**config.mk**
```make
export PLATFORM = sky130hd
export DESIGN_NAME = mem_access_unit_flat
export DESIGN_NICKNAME = d
export VERILOG_FILES = /design/src/rtl/mips_mem_pkg.sv /design/src/rtl/mem_access_unit_if.sv /design/src/rtl/mem_lane_fmt.sv /design/src/rtl/mem_access_unit.sv /design/src/flat_wrapper.sv
export SDC_FILE = /design/constraint.sdc
export NUM_CORES = 1
export LEC_CHECK = 0
export CORE_MARGIN = 4
export CORE_UTILIZATION = 40
export CTS_CLUSTER_SIZE = 12
export DETAILED_ROUTE_END_ITERATION = 16
export DONT_BUFFER_PORTS = 1
export PLACE_DENSITY = 0.58
export SYNTH_ARGS = -nofsm -noshare
export SYNTH_HDL_FRONTEND = slang
export SYNTH_HIERARCHICAL = 1
export SYNTH_SLANG_ARGS = --single-unit
```
**constraint.sdc**
```tcl
create_clock -name clk -period 5.3 [get_ports clk]
set_clock_uncertainty 0.1 [all_clocks]
set_input_delay 0.795 -clock clk [delete_from_list [all_inputs] [get_ports clk]]
set_output_delay 0.795 -clock clk [all_outputs]
set_load 0.005 [all_outputs]
```
**src/rtl/mips_mem_pkg.sv**
```systemverilog
// Shared types for the CPU data-memory access unit: access sizes and FSM states.
// Purely declarative, no latency or backpressure of its own.
// MEM_ACCESS_ALIGN_CHECK_EN (optional) is consumed by mem_access_unit.
package mips_mem_pkg;

  typedef enum logic [1:0] {
    MEM_B   = 2'b00,
    MEM_H   = 2'b01,
    MEM_W   = 2'b10,
    MEM_RSV = 2'b11
  } mem_size_e;

  typedef enum logic [1:0] {
    IDLE = 2'b00,
    RD   = 2'b01,
    WR   = 2'b10,
    DONE = 2'b11
  } mau_state_e;

  // Only a full-word store can skip the read; everything else needs the old word.
  function automatic logic needs_read(input logic wr, input mem_size_e size);
    return !wr || (size != MEM_W);
  endfunction

endpackage

```
**src/rtl/mem_access_unit_if.sv**
```systemverilog
// CPU request/response and data-memory port bundle for mem_access_unit.
// No latency; req is only honoured when the unit is idle (busy low).
// The slave modport is the unit, master is the CPU/memory side.
interface mem_access_unit_if #(parameter int AW = 10);
  import mips_mem_pkg::*;

  logic            req;
  logic            wr;
  mem_size_e       size;
  logic            sext;
  logic [31:0]     addr;
  logic [31:0]     wdata;
  logic            busy;
  logic            done;
  logic [31:0]     rdata;
  logic            err;
  logic [AW-1:0]   dm_addr;
  logic            dm_we;
  logic [31:0]     dm_din;
  logic [31:0]     dm_dout;

  modport master (
    output req, wr, size, sext, addr, wdata, dm_dout,
    input  busy, done, rdata, err, dm_addr, dm_we, dm_din
  );

  modport slave (
    input  req, wr, size, sext, addr, wdata, dm_dout,
    output busy, done, rdata, err, dm_addr, dm_we, dm_din
  );

endinterface

```
**src/rtl/mem_lane_fmt.sv**
```systemverilog
// Little-endian lane select/extend for loads and lane merge for sub-word stores.
// Purely combinational, zero latency.
// No backpressure; outputs follow inputs.
module mem_lane_fmt
  import mips_mem_pkg::*;
(
  input  mem_size_e   size,
  input  logic        sext,
  input  logic [1:0]  lane,
  input  logic [31:0] word,
  input  logic [31:0] wdata,
  output logic [31:0] load_val,
  output logic [31:0] merged
);

  logic [7:0]  byte_v;
  logic [15:0] half_v;

  always_comb begin
    byte_v = word[7:0];
    case (lane)
      2'd0: byte_v = word[7:0];
      2'd1: byte_v = word[15:8];
      2'd2: byte_v = word[23:16];
      2'd3: byte_v = word[31:24];
      default: byte_v = word[7:0];
    endcase
    half_v = lane[1] ? word[31:16] : word[15:0];
  end

  always_comb begin
    load_val = word;
    merged   = word;
    case (size)
      MEM_B: begin
        load_val = {{24{sext & byte_v[7]}}, byte_v};
        case (lane)
          2'd0: merged[7:0]   = wdata[7:0];
          2'd1: merged[15:8]  = wdata[7:0];
          2'd2: merged[23:16] = wdata[7:0];
          2'd3: merged[31:24] = wdata[7:0];
          default: merged     = word;
        endcase
      end
      MEM_H: begin
        load_val = {{16{sext & half_v[15]}}, half_v};
        // lane[0] is ignored here, which gives the unchecked misaligned behaviour.
        if (lane[1]) merged[31:16] = wdata[15:0];
        else         merged[15:0]  = wdata[15:0];
      end
      default: begin
        load_val = word;
        merged   = wdata;
      end
    endcase
  end

endmodule

```
**src/rtl/mem_access_unit.sv**
```systemverilog
// CPU load/store sequencer to a single-port word memory; MEM_ACCESS_ALIGN_CHECK_EN rejects misaligned H/W.
// Latency from request cycle to done: load 2, word store 2, sub-word store 3 (read-modify-write); reject err 1.
// No queueing: req is sampled only in IDLE and ignored while busy.
module mem_access_unit #(
  parameter int AW = 10
) (
  input  logic              clk,
  input  logic              rst_n,
  mem_access_unit_if.slave  bus
);
  import mips_mem_pkg::*;

  mau_state_e    state_q, state_d;
  logic [AW+1:0] a_addr;
  logic          a_wr;
  logic          a_sext;
  mem_size_e     a_size;
  logic [31:0]   a_wdata;
  logic [31:0]   word_q;
  logic [31:0]   rdata_q;
  logic          err_q;

  logic          misalign;
  logic          accept;
  logic          reject;
  logic [31:0]   fmt_word;
  logic [31:0]   load_val;
  logic [31:0]   merged;
  logic          unused_addr_hi;

  assign unused_addr_hi = ^bus.addr[31:AW+2];

`ifdef MEM_ACCESS_ALIGN_CHECK_EN
  assign misalign = ((bus.size == MEM_H) && bus.addr[0]) ||
                    ((bus.size == MEM_W) && (bus.addr[1:0] != 2'b00));
`else
  assign misalign = 1'b0;
`endif

  assign accept = (state_q == IDLE) && bus.req && (bus.size != MEM_RSV) && !misalign;
  assign reject = (state_q == IDLE) && bus.req && ((bus.size == MEM_RSV) || misalign);

  always_ff @(posedge clk or negedge rst_n) begin
    if (!rst_n) state_q <= IDLE;
    else        state_q <= state_d;
  end

  always_comb begin
    state_d = state_q;
    case (state_q)
      IDLE:    if (accept) state_d = needs_read(bus.wr, bus.size) ? RD : WR;
      RD:      state_d = a_wr ? WR : DONE;
      WR:      state_d = DONE;
      DONE:    state_d = IDLE;
      default: state_d = IDLE;
    endcase
  end

  // Request fields are frozen at acceptance so the CPU may change them freely afterwards.
  always_ff @(posedge clk or negedge rst_n) begin
    if (!rst_n) begin
      a_addr  <= '0;
      a_wr    <= 1'b0;
      a_sext  <= 1'b0;
      a_size  <= MEM_B;
      a_wdata <= '0;
    end else if (accept) begin
      a_addr  <= bus.addr[AW+1:0];
      a_wr    <= bus.wr;
      a_sext  <= bus.sext;
      a_size  <= bus.size;
      a_wdata <= bus.wdata;
    end
  end

  always_ff @(posedge clk or negedge rst_n) begin
    if (!rst_n) begin
      word_q  <= '0;
      rdata_q <= '0;
      err_q   <= 1'b0;
    end else begin
      err_q <= reject;
      if (state_q == RD) begin
        word_q <= bus.dm_dout;
        if (!a_wr) rdata_q <= load_val;
      end
    end
  end

  // Loads format the live memory word in RD; stores merge into the captured word in WR.
  assign fmt_word = (state_q == RD) ? bus.dm_dout : word_q;

  mem_lane_fmt u_lane_fmt (
    .size     (a_size),
    .sext     (a_sext),
    .lane     (a_addr[1:0]),
    .word     (fmt_word),
    .wdata    (a_wdata),
    .load_val (load_val),
    .merged   (merged)
  );

  assign bus.busy    = (state_q != IDLE);
  assign bus.done    = (state_q == DONE);
  assign bus.err     = err_q;
  assign bus.rdata   = rdata_q;
  assign bus.dm_we   = (state_q == WR);
  assign bus.dm_addr = (state_q != IDLE) ? a_addr[AW+1:2] : '0;
  assign bus.dm_din  = (state_q == WR) ? merged : '0;

endmodule
```
**src/flat_wrapper.sv**
```systemverilog
// flat-port wrapper written by rule: the top's interface ports become plain ports
module mem_access_unit_flat import mips_mem_pkg::*;
#(
  parameter int AW = 10
)
  (clk, rst_n, bus_req, bus_wr, bus_size, bus_sext, bus_addr, bus_wdata, bus_dm_dout, bus_busy, bus_done, bus_rdata, bus_err, bus_dm_addr, bus_dm_we, bus_dm_din);
  mem_access_unit_if #(.AW(AW)) bus_i ();
  input  logic clk;
  input  logic rst_n;
  input wire logic [$bits(bus_i.req)-1:0] bus_req;
  input wire logic [$bits(bus_i.wr)-1:0] bus_wr;
  input wire logic [$bits(bus_i.size)-1:0] bus_size;
  input wire logic [$bits(bus_i.sext)-1:0] bus_sext;
  input wire logic [$bits(bus_i.addr)-1:0] bus_addr;
  input wire logic [$bits(bus_i.wdata)-1:0] bus_wdata;
  input wire logic [$bits(bus_i.dm_dout)-1:0] bus_dm_dout;
  output wire logic [$bits(bus_i.busy)-1:0] bus_busy;
  output wire logic [$bits(bus_i.done)-1:0] bus_done;
  output wire logic [$bits(bus_i.rdata)-1:0] bus_rdata;
  output wire logic [$bits(bus_i.err)-1:0] bus_err;
  output wire logic [$bits(bus_i.dm_addr)-1:0] bus_dm_addr;
  output wire logic [$bits(bus_i.dm_we)-1:0] bus_dm_we;
  output wire logic [$bits(bus_i.dm_din)-1:0] bus_dm_din;
  assign bus_i.req = bus_req;
  assign bus_i.wr = bus_wr;
  assign bus_i.size = bus_size;
  assign bus_i.sext = bus_sext;
  assign bus_i.addr = bus_addr;
  assign bus_i.wdata = bus_wdata;
  assign bus_i.dm_dout = bus_dm_dout;
  assign bus_busy = bus_i.busy;
  assign bus_done = bus_i.done;
  assign bus_rdata = bus_i.rdata;
  assign bus_err = bus_i.err;
  assign bus_dm_addr = bus_i.dm_addr;
  assign bus_dm_we = bus_i.dm_we;
  assign bus_dm_din = bus_i.dm_din;
  mem_access_unit #(.AW(AW)) u_core (.clk(clk), .rst_n(rst_n), .bus(bus_i));
endmodule
```
==> results.sh, run 1 <==
export IMPL_worst_ep_required_time_ps=4410
export IMPL_synth_nets=644
export IMPL_worst_slew_pin_slew_ps=1220
export IMPL_overflow=0
export IMPL_grt_max_degree=116
export IMPL_nets=629
export IMPL_insertion_delay_ps=420
export IMPL_yosysSeqAreaShare=0.450
export IMPL_ys_seq_elements=115
export IMPL_synth_top_family_by_area="multiplexers"
export IMPL_dieArea_um2=18100
export IMPL_synth_cells=536
export IMPL_synth_fa_ha_area_frac=0.00979
export IMPL_clk_pin_slew_worst_paths_ps=60
export IMPL_cts_made_buffers=17
export IMPL_synth_distinct_cells=44
export IMPL_finalCritPeriodShare=0.726
export IMPL_async_flop_share=1.00
export IMPL_synth_top_cell_by_area="dfrtp_1"
export IMPL_wl_per_cell_um=23.6
export IMPL_port_buffer_count=0
export IMPL_cts_tree="yes"
export IMPL_report_final_slew_viol_count=0
export IMPL_synth_top_area_frac=0.450
export IMPL_synth_avg_cell_area_um2=11.9
export IMPL_grt_total_usage=0.198
export IMPL_maxCapViolations=0
export IMPL_syn_area_um2=6390
export IMPL_hpwlAfterDp_um=12600
export IMPL_initial_core_util=0.414
export IMPL_yosys_cell_count_top_type="dfrtp_1"
export IMPL_antenna_found_initial=3
export IMPL_dr_pass1_iters=4
export IMPL_r2r_start="u_core/state_q[1]"
export IMPL_ys_top_cells_by_area="dfrtp_1 (45%), mux2_2 (19%), mux2i_1 (6.9%)"
export IMPL_routed_wl_um=17600
export IMPL_rr_worst_depth=8
export IMPL_synth_mux_area_frac=0.293
export IMPL_final_layout_size_suffix_gt1_frac=0.315
export IMPL_synth_xor_area_share=0
export IMPL_slew_headroom=0.186
export IMPL_yosys_warnings=6
export IMPL_chipWidth_um=134
export IMPL_clockRootBuffer="clkbuf_16"
export IMPL_hold_viol=0
export IMPL_r2r_slack_ps=1970
export IMPL_worstSetupEndpoint="bus_dm_din[3]"
export IMPL_die_y_um=134
export IMPL_clock_fmax_ghz=0.260
export IMPL_p_leak_uw=0.00314
export IMPL_synthFlopType="dfrtp_1"
export IMPL_synth_simple_area_share=0.128
export IMPL_cts_sinks=115
export IMPL_first_iter_violations=186
export IMPL_cp_max_fo=20
export IMPL_crit_arrival_ps=2950
export IMPL_rows=45
export IMPL_setup_viol=0
export IMPL_critPathKind="reg -> out"
export IMPL_rsz0062_at_grt="false"
export IMPL_synth_edf_count=0
export IMPL_crit_path_start_kind="flip-flop"
export IMPL_synthTopCellsByCount="dfrtp_1 (115), mux2_2 (105), mux2i_1 (44)"
export IMPL_tns_ps=0
export IMPL_core_um2=15400
export IMPL_syn2layout_area_growth_pct=11.1
export IMPL_pin_count=181
export IMPL_vdd_drop_max_mv=0.401
export IMPL_viasPerCell=5.67
export IMPL_min_path_type="in -> async"
export IMPL_crit_path_end_kind="primary output"
export IMPL_drc=0
export IMPL_htreeDepth=4
export IMPL_route_vias_total=4227
export IMPL_p_per_area_nw_per_um2=784
export IMPL_synth_compound_area_frac=0.0764
export IMPL_whs_ps=215
export IMPL_cts_resized_gates=0
export IMPL_r2r_end="u_core/bus.rdata[26]"
export IMPL_crit_start="u_core/a_addr[1]"
export IMPL_run_status="finished, final reports clean"
export IMPL_ant_nets=0
export IMPL_diodes=0
export IMPL_cts_buffer_depth=2
export IMPL_place_gp_congestion=0.808
export IMPL_grt_pass1_wl_um=27000
export IMPL_min_period_ps=3850
export IMPL_grt_pass1_vias=4454
[per-layer routing]
metal,vias up,GRT usage,wire [um]
li1,1921,-,-
met1,2139,0.256,7600
met2,134,0.303,8350
met3,27,0.0810,1290
met4,6,0.0611,296
met5,-,0,40
[worst min path at each step]
| stage | startpoint | end | slack, ps | cells past startpoint |
|---|---|---|---|---|
| finish | rst_n | u_core/word_q[18] | 210 | 1 |
| floorplan | u_core/a_size[1] | u_core/a_size[1] | 360 | 2 |
| CTS | rst_n | u_core/word_q[14] | 250 | 1 |
| global route | rst_n | u_core/word_q[19] | 270 | 1 |
| global placement | u_core/a_addr[9] | u_core/a_addr[9] | 380 | 1 |
| detailed placement | u_core/a_addr[9] | u_core/a_addr[9] | 390 | 1 |
[registers in the layout, summed over array words and instances (netlist names)]
register          count
u_core/a_size         2
u_core/a_wr           1
u_core/state_q        2
u_core/a_sext         1
u_core/bus.err        1
u_core/bus.rdata     32
u_core/word_q        32
u_core/a_addr        12
u_core/a_wdata       32
[placed cells by master (no fill, tap or decap), types with 3 or more instances in the layout]
| cell | synthesis | layout |
|---|---|---|
| a21oi_1 | 3 | 3 |
| buf_4 | 1 | 5 |
| or2_2 | 3 | 3 |
| dfrtp_1 | 115 | 115 |
| a221o_1 | 17 | 17 |
| ha_1 | 5 | 5 |
| o22ai_1 | 4 | 4 |
| bufinv_16 | 0 | 4 |
| and3_1 | 3 | 3 |
| a22o_1 | 5 | 5 |
| o221ai_1 | 16 | 16 |
| o21ai_0 | 4 | 4 |
| nor3_1 | 3 | 3 |
| mux2_2 | 105 | 105 |
| nor2_1 | 13 | 13 |
| a211o_1 | 3 | 3 |
| clkinv_4 | 0 | 4 |
| nand2_1 | 37 | 37 |
| mux2i_1 | 44 | 44 |
| mux2_4 | 15 | 15 |
| clkbuf_16 | 0 | 17 |
| and2_1 | 39 | 39 |
| nor2b_1 | 14 | 14 |
| inv_1 | 4 | 4 |
| nand3_1 | 23 | 23 |
[critical path, cell delays in order, from the launching register on]
cell and delay (ps):
dfrtp_1 590, buf_4 360, o21bai_1 990, mux2_2 430, and2_1 150
[what timing repair did]
| item | CTS | global route |
|---|---|---|
| endpoints found under the hold margin | 115 | 0 |
| hold buffers | 1 | 0 |
| setup buffers | 0 | 0 |
[layout make-up]
type	instances	area (um^2)
Tap cell	211	264
Timing Repair Buffer	6	65.1
Clock buffer	20	457
Multi-Input combinational cell	377	3240
Clock inverter	12	180
Fill cell	1451	8330
Inverter	4	15.0
Sequential cell	115	2880
[metrics by stage]
step                      area (um^2)  utilization  power [uW]  setup WS (ps)  std cells
after CTS                        7100        0.460        5620           1430        745
after detailed placement         6430        0.417        4360           1890        712
after global routing             7100        0.460        5950           1300        745
after floorplan                  6390            -        3730           2560        536
final                            7100        0.460        5570           1450        745
after global placement           6430        0.417        4270           1940        712
[cell families (layout without fill, tap and decap cells)]
group                      Yosys count  count (layout)
adders and majority gates            5               5
AOI/OAI and AO/OA                   57              57
muxes                              165             165
DFF                                115             115
buffers and inverters               44              42
and+or+nand+nor                    150             150
[power by group]
part           switching (uW)  total, uW  internal, uW
sequential                386       1710          1320
combinational            1340       2630          1290
clock                     416       1230           812
total                    2140       5570          3420
(Power assumes the default switching activity.)
==> run 2: changes to the inputs <==
==> constraint.sdc (replaced) <==
create_clock -name clk -period 3.55 [get_ports clk]
set_clock_uncertainty 0.1 [all_clocks]
set_input_delay 0.5325 -clock clk [delete_from_list [all_inputs] [get_ports clk]]
set_output_delay 0.5325 -clock clk [all_outputs]
set_load 0.005 [all_outputs]
==> run 2 against run 1 <==
Compared with the run above: combinational power up 54%; largest power group unchanged; cell count up 1.7%; largest cell class unchanged; utilization increased by 0.20 points.
==> results.sh, run 2 (same netlist as run 1, synthesis figures left out) <==
export IMPL_setup_viol=0
export IMPL_antenna_found_initial=3
export IMPL_core_um2=15400
export IMPL_cts_made_buffers=17
export IMPL_initial_core_util=0.414
export IMPL_cp_max_fo=13
export IMPL_finalCritPeriodShare=0.946
export IMPL_r2r_slack_ps=560
export IMPL_chipWidth_um=134
export IMPL_crit_arrival_ps=2730
export IMPL_grt_met2_usage=0.315
export IMPL_grt_use_met3=0.0780
export IMPL_hpwlAfterDp_um=12700
export IMPL_combPwrFrac=0.492
export IMPL_clock_fmax_ghz=0.298
export IMPL_critPathKind="reg -> out"
export IMPL_vdd_drop_max_mv=0.461
export IMPL_p_int_uw=5020
export IMPL_cts_buffer_depth=2
export IMPL_min_period_ps=3360
export IMPL_overflow=0
export IMPL_power_switching_uw=3190
export IMPL_worst_ep_required_time_ps=2920
export IMPL_p_per_area_nw_per_um2=1150
export IMPL_dieArea_um2=18100
export IMPL_use_met1=0.245
export IMPL_report_final_slew_viol_count=0
export IMPL_cts_resized_gates=0
export IMPL_cts_sinks=115
export IMPL_layout_common_cells="dfrtp_1 (115), mux2_2 (105), mux2i_1 (44)"
export IMPL_slew_headroom=0.324
export IMPL_routed_wl_um=17300
export IMPL_drc=0
export IMPL_rows=45
export IMPL_clkPwrFrac=0.202
export IMPL_dp_cells=722
export IMPL_grt_pass1_wl_um=27000
export IMPL_maxCapViolations=0
export IMPL_syn2layout_area_growth_pct=11.6
export IMPL_nets=640
export IMPL_worst_slew_pin_slew_ps=1010
export IMPL_seq_power_share=0.306
export IMPL_viasPerCell=5.58
export IMPL_crit_path_start_kind="flip-flop"
export IMPL_run_status="finished, final reports clean"
export IMPL_grt_total_usage=0.197
export IMPL_die_y_um=134
export IMPL_fillers=1499
export IMPL_tns_ps=0
export IMPL_hold_viol=0
export IMPL_place_gp_congestion=0.794
export IMPL_min_path_type="in -> reg"
export IMPL_clockRootBuffer="clkbuf_16"
export IMPL_dr_pass1_iters=4
export IMPL_ant_nets=0
export IMPL_port_buffer_count=0
export IMPL_final_common_cell="dfrtp_1"
export IMPL_clk_pin_slew_worst_paths_ps=60
export IMPL_final_cells=758
export IMPL_cts_tree="yes"
export IMPL_htreeDepth=4
export IMPL_crit_path_end_kind="primary output"
export IMPL_grt_pass1_vias=4465
export IMPL_grt_max_degree=116
export IMPL_insertion_delay_ps=420
export IMPL_worst_slack_ps=190
export IMPL_rsz0062_at_grt="false"
export IMPL_wl_per_cell_um=22.8
export IMPL_p_leak_uw=0.00317
export IMPL_pin_count=181
export IMPL_top_usage_layer="met2"
export IMPL_post_cts_buffers=0
export IMPL_route_vias_total=4233
export IMPL_first_iter_violations=215
export IMPL_p_sw_frac=0.389
export IMPL_dp_worst_setup_slack_ps=576
export IMPL_final_layout_size_suffix_gt1_frac=0.328
[run 2: through the flow]
step                 util  hold WS [ps]  area, um^2  total power, uW
floorplan               -           137        6390             5560
global placement    0.422           143        6510             6430
detailed placement  0.422           143        6510             6560
CTS                 0.462           143        7130             8280
global route        0.462           144        7130             8780
finish              0.462           164        7130             8210
[run 2: final timing paths]
| kind | start | cells after the start | end |
|---|---|---|---|
| worst min-delay path | bus_wdata[7] | 1 | u_core/a_wdata[7] |
| worst max-delay path | u_core/state_q[1] | 8 | bus_dm_din[19] |
| worst min register to register | u_core/a_addr[8] | 1 | u_core/a_addr[8] |
| worst max register to register | u_core/state_q[1] | 8 | u_core/bus.rdata[14] |
| min in group asynchronous | rst_n | 2 | u_core/word_q[18] |
| max in group asynchronous | rst_n | 2 | u_core/a_wdata[8] |
[run 2: per-layer routing]
layer | vias up | part of all wire
li1 | 1946 | -
met5 | - | 0.0012
met1 | 2126 | 0.42
met4 | 4 | 0.014
met2 | 135 | 0.49
met3 | 22 | 0.073
[run 2: worst max-delay path, cell delays in order (launching register included)]
cell	delay, ps
dfrtp_1	430
inv_1	120
ha_1	330
buf_4	230
buf_4	250
mux2_2	440
mux2i_1	150
o221ai_1	140
and2_1	220
[run 2: what timing repair did]
| action | in CTS | in global routing |
|---|---|---|
| endpoints found under the hold margin | 115 | 0 |
| setup endpoints to repair | 0 | 0 |
| hold buffers | 2 | 0 |
[run 2: final cells by class]
class | instances | area [um^2] | share of cell area
well taps | 211 | 264 | 0.0370
clock buffers | 18 | 439 | 0.0616
inverters | 4 | 15.0 | 0.00211
diodes | 2 | 5.00 | 0.000702
clock inverters | 14 | 139 | 0.0195
repair buffers | 17 | 150 | 0.0211
multi-input cells | 377 | 3240 | 0.454
flip-flops and latches | 115 | 2880 | 0.404
[run 2: power by group through the flow]
| stage | clock, uW | combinational (uW) | sequential, uW |
|---|---|---|---|
| 2_1_floorplan | 0 | 3300 | 2270 |
| 3_3_place_gp | 0 | 3920 | 2510 |
| 3_5_place_dp | 0 | 4020 | 2540 |
| 4_1_cts | 1690 | 4070 | 2520 |
| 5_1_grt | 1760 | 4420 | 2610 |
| 6_report | 1650 | 4040 | 2510 |
